===== config.mk =====
export PLATFORM = sky130hd
export DESIGN_NAME = cnn_layer_sequencer
export DESIGN_NICKNAME = d
export VERILOG_FILES = /design/src/rtl/cnn_layer_sequencer.sv
export SDC_FILE = /design/constraint.sdc
export NUM_CORES = 1
export LEC_CHECK = 0
export ABC_AREA = 1
export BUFFER_PORTS_ARGS = -buffer_cell sky130_fd_sc_hd__buf_2
export CAP_MARGIN = 0
export CORE_ASPECT_RATIO = 0.7
export CORE_MARGIN = 4
export CORE_UTILIZATION = 57
export DETAILED_ROUTE_END_ITERATION = 8
export PLACE_DENSITY = 0.81
export SYNTH_ARGS = -nofsm -noshare
export SYNTH_HDL_FRONTEND = slang
export SYNTH_SLANG_ARGS = --single-unit

===== constraint.sdc =====
create_clock -name clk -period 2.6 [get_ports clk]
set_input_delay 0.52 -clock clk [delete_from_list [all_inputs] [get_ports clk]]
set_output_delay 0.52 -clock clk [all_outputs]
set_load 0.05 [all_outputs]

===== src/rtl/cnn_layer_sequencer.sv =====
// cnn_layer_sequencer: starts CNN layer engines in order and tracks which are active.
// Optional early overlap on pipe_done is enabled by defining CNN_PIPELINE_START_EN.
module cnn_layer_sequencer #(
  parameter int NUM_LAYERS = 7,
  parameter int CNT_W      = 32
) (
  input  logic                  clk,
  input  logic                  rst,
  input  logic                  start,
  input  logic [NUM_LAYERS-1:0] layer_done,
  input  logic [NUM_LAYERS-1:0] layer_pipe_done,
  output logic [NUM_LAYERS-1:0] layer_start,
  output logic [NUM_LAYERS-1:0] layer_active,
  output logic [2:0]            cur_layer,
  output logic                  busy,
  output logic                  cnn_done,
  output logic [CNT_W-1:0]      cycle_count,
  output logic                  seq_err
);

  typedef enum logic [1:0] {
    IDLE,
    RUN,
    FINISH
  } state_e;

  localparam logic [3:0] LAST_IDX = 4'(NUM_LAYERS);

  state_e                state_q;
  logic [3:0]            next_idx_q;
  logic [NUM_LAYERS-1:0] done_mask_q;
  logic [NUM_LAYERS-1:0] active_q;
  logic [NUM_LAYERS-1:0] start_q;
  logic [2:0]            cur_layer_q;
  logic                  busy_q;
  logic                  cnn_done_q;
  logic [CNT_W-1:0]      cnt_q;
  logic                  seq_err_q;

  logic [NUM_LAYERS-1:0] pipe_eff;
  logic [NUM_LAYERS-1:0] sel_prev;
  logic [NUM_LAYERS-1:0] sel_next;
  logic [NUM_LAYERS-1:0] done_acc;
  logic [NUM_LAYERS-1:0] done_mask_d;
  logic [NUM_LAYERS-1:0] active_d;
  logic                  trig;
  logic                  err_hit;

`ifdef CNN_PIPELINE_START_EN
  assign pipe_eff = layer_pipe_done;
`else
  logic unused_pipe;
  assign unused_pipe = ^layer_pipe_done;
  assign pipe_eff    = '0;
`endif

  // One-hot selects for the layer being watched and the layer to launch next
  always_comb begin
    sel_prev = '0;
    sel_next = '0;
    for (int i = 0; i < NUM_LAYERS; i++) begin
      sel_prev[i] = (4'(i) == (next_idx_q - 4'd1));
      sel_next[i] = (4'(i) == next_idx_q);
    end
  end

  // Advance trigger, accepted completions and out-of-order pulse detection
  always_comb begin
    trig = (state_q == RUN)
        && (next_idx_q < LAST_IDX)
        && (|(sel_prev & active_q & (layer_done | pipe_eff)));
    done_acc    = layer_done & active_q;
    done_mask_d = done_mask_q | done_acc;
    active_d    = (active_q & ~done_acc) | (trig ? sel_next : '0);
    err_hit     = |((layer_done | pipe_eff) & ~active_q);
  end

  // Sequencer FSM with registered outputs
  always_ff @(posedge clk or posedge rst) begin
    if (rst) begin
      state_q     <= IDLE;
      next_idx_q  <= '0;
      done_mask_q <= '0;
      active_q    <= '0;
      start_q     <= '0;
      cur_layer_q <= '0;
      busy_q      <= 1'b0;
      cnn_done_q  <= 1'b0;
      cnt_q       <= '0;
      seq_err_q   <= 1'b0;
    end else begin
      start_q    <= '0;
      cnn_done_q <= 1'b0;
      if (err_hit) seq_err_q <= 1'b1;
      unique case (state_q)
        IDLE: begin
          if (start) begin
            state_q     <= RUN;
            next_idx_q  <= 4'd1;
            done_mask_q <= '0;
            active_q    <= {{(NUM_LAYERS-1){1'b0}}, 1'b1};
            start_q     <= {{(NUM_LAYERS-1){1'b0}}, 1'b1};
            cur_layer_q <= '0;
            busy_q      <= 1'b1;
            cnt_q       <= '0;
            seq_err_q   <= 1'b0;
          end
        end
        RUN: begin
          active_q    <= active_d;
          done_mask_q <= done_mask_d;
          if (cnt_q != '1) cnt_q <= cnt_q + 1'b1;
          if (trig) begin
            start_q     <= sel_next;
            cur_layer_q <= next_idx_q[2:0];
            next_idx_q  <= next_idx_q + 4'd1;
          end
          if (&done_mask_d) begin
            state_q    <= FINISH;
            cnn_done_q <= 1'b1;
          end
        end
        FINISH: begin
          state_q <= IDLE;
          busy_q  <= 1'b0;
          if (cnt_q != '1) cnt_q <= cnt_q + 1'b1;
        end
        default: state_q <= IDLE;
      endcase
    end
  end

  assign layer_start  = start_q;
  assign layer_active = active_q;
  assign cur_layer    = cur_layer_q;
  assign busy         = busy_q;
  assign cnn_done     = cnn_done_q;
  assign cycle_count  = cnt_q;
  assign seq_err      = seq_err_q;

endmodule


==> flow_metrics.tcl <==
set metrics [dict create \
    outcome "completed" \
    worst-r2r-cell-count 8 \
    cp_slowest_cell "dfrtp_1" \
    vias_per_cell 5.39 \
    swShare_pct 44.7 \
    hold-worst-slack_ns 0.266 \
    synth_edf_count 0 \
    seqPwrFrac_pct 35.6 \
    grt_pass1_vias 3741 \
    vdd_drop_max_mv 0.501 \
    period_minus_slack_ns 2.04 \
    powerDensity_mw_per_mm2 692 \
    yosysTopAreaCell "dfrtp_1" \
    cts-resized-gates 0 \
    finalHoldViolations 0 \
    fin_cells 761 \
    ioPinCount 69 \
    cts_sinks 65 \
    critPathArrivalTime_ns 2.27 \
    syn_nets 623 \
    synth_area_sq_mm 0.00420 \
    n_antenna_cell 0 \
    hpwl_um 8580 \
    setup_tns_ns 0 \
    synth_top_area_share_pct 38.8 \
    core_area_sq_mm 0.00694 \
    die_h_um 79.8 \
    drc 0 \
    drt_iter0_drc 279 \
    maxSlewViolCount 0 \
    r2r-start "state_q[0]" \
    p_leak_nw 2.45 \
    timing.rr.end "cycle_count[1]" \
    worstPathCellList "inv_1 > ha_1 > inv_1 > a21oi_4 > nand2_8 > buf_12 > nand2_1 > o21ai_0" \
    die_area_sq_mm 0.00882 \
    grt_use_met1_pct 40.1 \
    yosys_most_used_dff "dfrtp_1" \
    ys_seq_area_share_pct 38.8 \
    slew_headroom_pct 55.4 \
    final.period_utilization_pct 78.5 \
    rsz0062_at_grt "false" \
    synth.area.top_cells "dfrtp_1 39%, nand2_1 19%, nand3_1 7.0%, nor2_1 6.5%, inv_1 5.7%" \
    clock_power_share_pct 26.2 \
    cp-end-kind "flip-flop" \
    htreeDepth 3 \
    globalplace.congestion 1.00 \
    synth_cell_type_count 35 \
    fin_skew_ns 0.00608 \
    combPwrFrac_pct 38.2 \
    crit_fanout 31 \
    dpl_cell_area_sq_mm 0.00458 \
    grt-ovfl-total 0 \
    synth_seq_cells 65 \
    worstPathRequired_ns 2.83 \
    std_cell_rows 25 \
    path_buf_inv 3 \
    drive_above_1_share_pct 21.3 \
    finalSetupViolCount 0 \
    ys_async_sr_fraction_pct 100 \
    grt_pass1_wl_um 18700 \
    worst_pin_slew_ns 0.668 \
    dr.pass1.iters 6 \
    area_growth_pct 13.8 \
    hold_class "primary input to asynchronous set/reset pin" \
    hold_buffers 0 \
    path_clk_slew_ns 0.08 \
    grtUsageMet3_pct 7.05 \
    routed_wl_um 11300 \
    start_util_pct 60.4 \
    r2r_slack_ns 0.56 \
    cts_tree "done" \
    p_int_mw 1.83 \
    yosys_warnings 0 \
    grt_max_degree 37 \
    drv_cap 0 \
    critPathKind "flip-flop to flip-flop" \
    clk_latency_ns 0.35 \
    post_drt_wl_per_cell_um 14.9 \
    use_met2_pct 37.4 \
    port_buffers 61 \
    crit_path_frequent_cell "inv_1" \
    avgSynthCellArea_sq_um 7.04 \
    crit_cells 8 \
    grt.total_usage_pct 26.7 \
    postLayoutCellArea_sq_mm 0.00477 \
    antenna_found_initial 0 \
    p_sw_mw 1.47 \
    fin_util_pct 68.8 \
    synth.most_common_cell "nand2_1" \
    die_x_um 111 \
    clock_path_buffers 2 \
    busiest_layer "met1" \
    post_cts_buffers 0 \
    nets 689 \
    vias 4102 \
    start_kind "flip-flop" \
    fmax_mhz 490 \
    ant_nets 0 \
    root_buffer "clkbuf_8" \
    synth_common_cells "216 x nand2_1, 73 x nor2_1, 65 x dfrtp_1, 64 x inv_1, 59 x nand3_1" \
    cp_top_family "buffers and inverters" \
    numCtsBuffers 9 \
    place_inst 745 \
    max_stage_delay_ns 0.39 \
    syn-instance-count 596 \
]
## worst reg2reg max path: stages (launching register included)
cell and delay [ns]:
dfrtp_1 0.39, inv_1 0.08, ha_1 0.37, inv_1 0.21
a21oi_4 0.31, nand2_8 0.18, buf_12 0.23, nand2_1 0.08
o21ai_0 0.08
## layer usage
metal,vias to the layer above,share of wire [%]
met5,-,0
met4,0,1.6
met3,18,9.0
met2,193,40
met1,1887,49
li1,2004,-
## sequential cells by signal, indices dropped and copies added (netlist names), 2 cells and up
| register | count |
|---|---|
| layer_active | 7 |
| state_q | 2 |
| cycle_count | 32 |
| done_mask_q | 7 |
| next_idx_q | 4 |
| cur_layer | 3 |
| layer_start | 7 |
## layout by cell type (no fill, tap or decap), types with 2 or more instances in the layout
cell type	instances
nand2_1	216
or2_2	8
a21o_1	4
a21oi_1	6
nand4_1	3
nand3_1	59
ha_1	10
xor2_1	6
nor2_1	73
nand3_2	2
buf_12	2
nand2_2	15
clkbuf_8	9
nor2_4	2
o21ai_2	23
o21ai_0	3
inv_2	3
buf_2	61
dfrtp_1	65
a21boi_0	3
o21ai_1	2
nor2_2	7
inv_1	63
and2_1	2
clkinvlp_4	2
o22ai_1	3
## logic make-up after synthesis
group / count (synthesis) / share of synthesized area, %
simple gates: 391 / 40.1
flops: 65 / 38.8
xor+xnor: 7 / 1.46
buf+inv: 75 / 7.96
compound gates: 48 / 8.74
fa+ha+maj: 10 / 2.98
## final cells by class
class	count	area (sq um)
fillers	627	2170
well taps	94	118
clock inverters	6	67.6
flip-flops and latches	65	1630
inverters	66	248
repair buffers	64	353
clock buffers	10	128
multi-input cells	456	2230
## power groups by stage
stage | registers (mW) | logic (mW) | clock network, mW
4_1_cts | 1.17 | 1.25 | 0.889
6_report | 1.18 | 1.26 | 0.864
3_3_place_gp | 1.19 | 1.22 | 0
3_5_place_dp | 1.19 | 1.24 | 0
2_1_floorplan | 1.33 | 0.867 | 0
5_1_grt | 1.19 | 1.38 | 0.931
## worst max-delay path by stage
| stage | startpoint | endpoint | slack (ns) |
|---|---|---|---|
| final | state_q[0] | cycle_count[1] | 0.56 |
| after global routing | state_q[0] | cycle_count[16] | 0.41 |
| after CTS | state_q[0] | cycle_count[1] | 0.56 |
| after detailed placement | state_q[0] | cycle_count[16] | 0.61 |
| after global placement | state_q[0] | cycle_count[6] | 0.69 |
| after floorplan | rst | busy | 0.45 |
## metrics by stage
stage | setup slack, ns | power [mW]
detailed placement | 0.610 | 2.44
global placement | 0.689 | 2.41
global route | 0.415 | 3.50
floorplan | 0.454 | 2.19
CTS | 0.556 | 3.31
finish | 0.559 | 3.30
No activity file was read; power rests on OpenSTA's default activity.
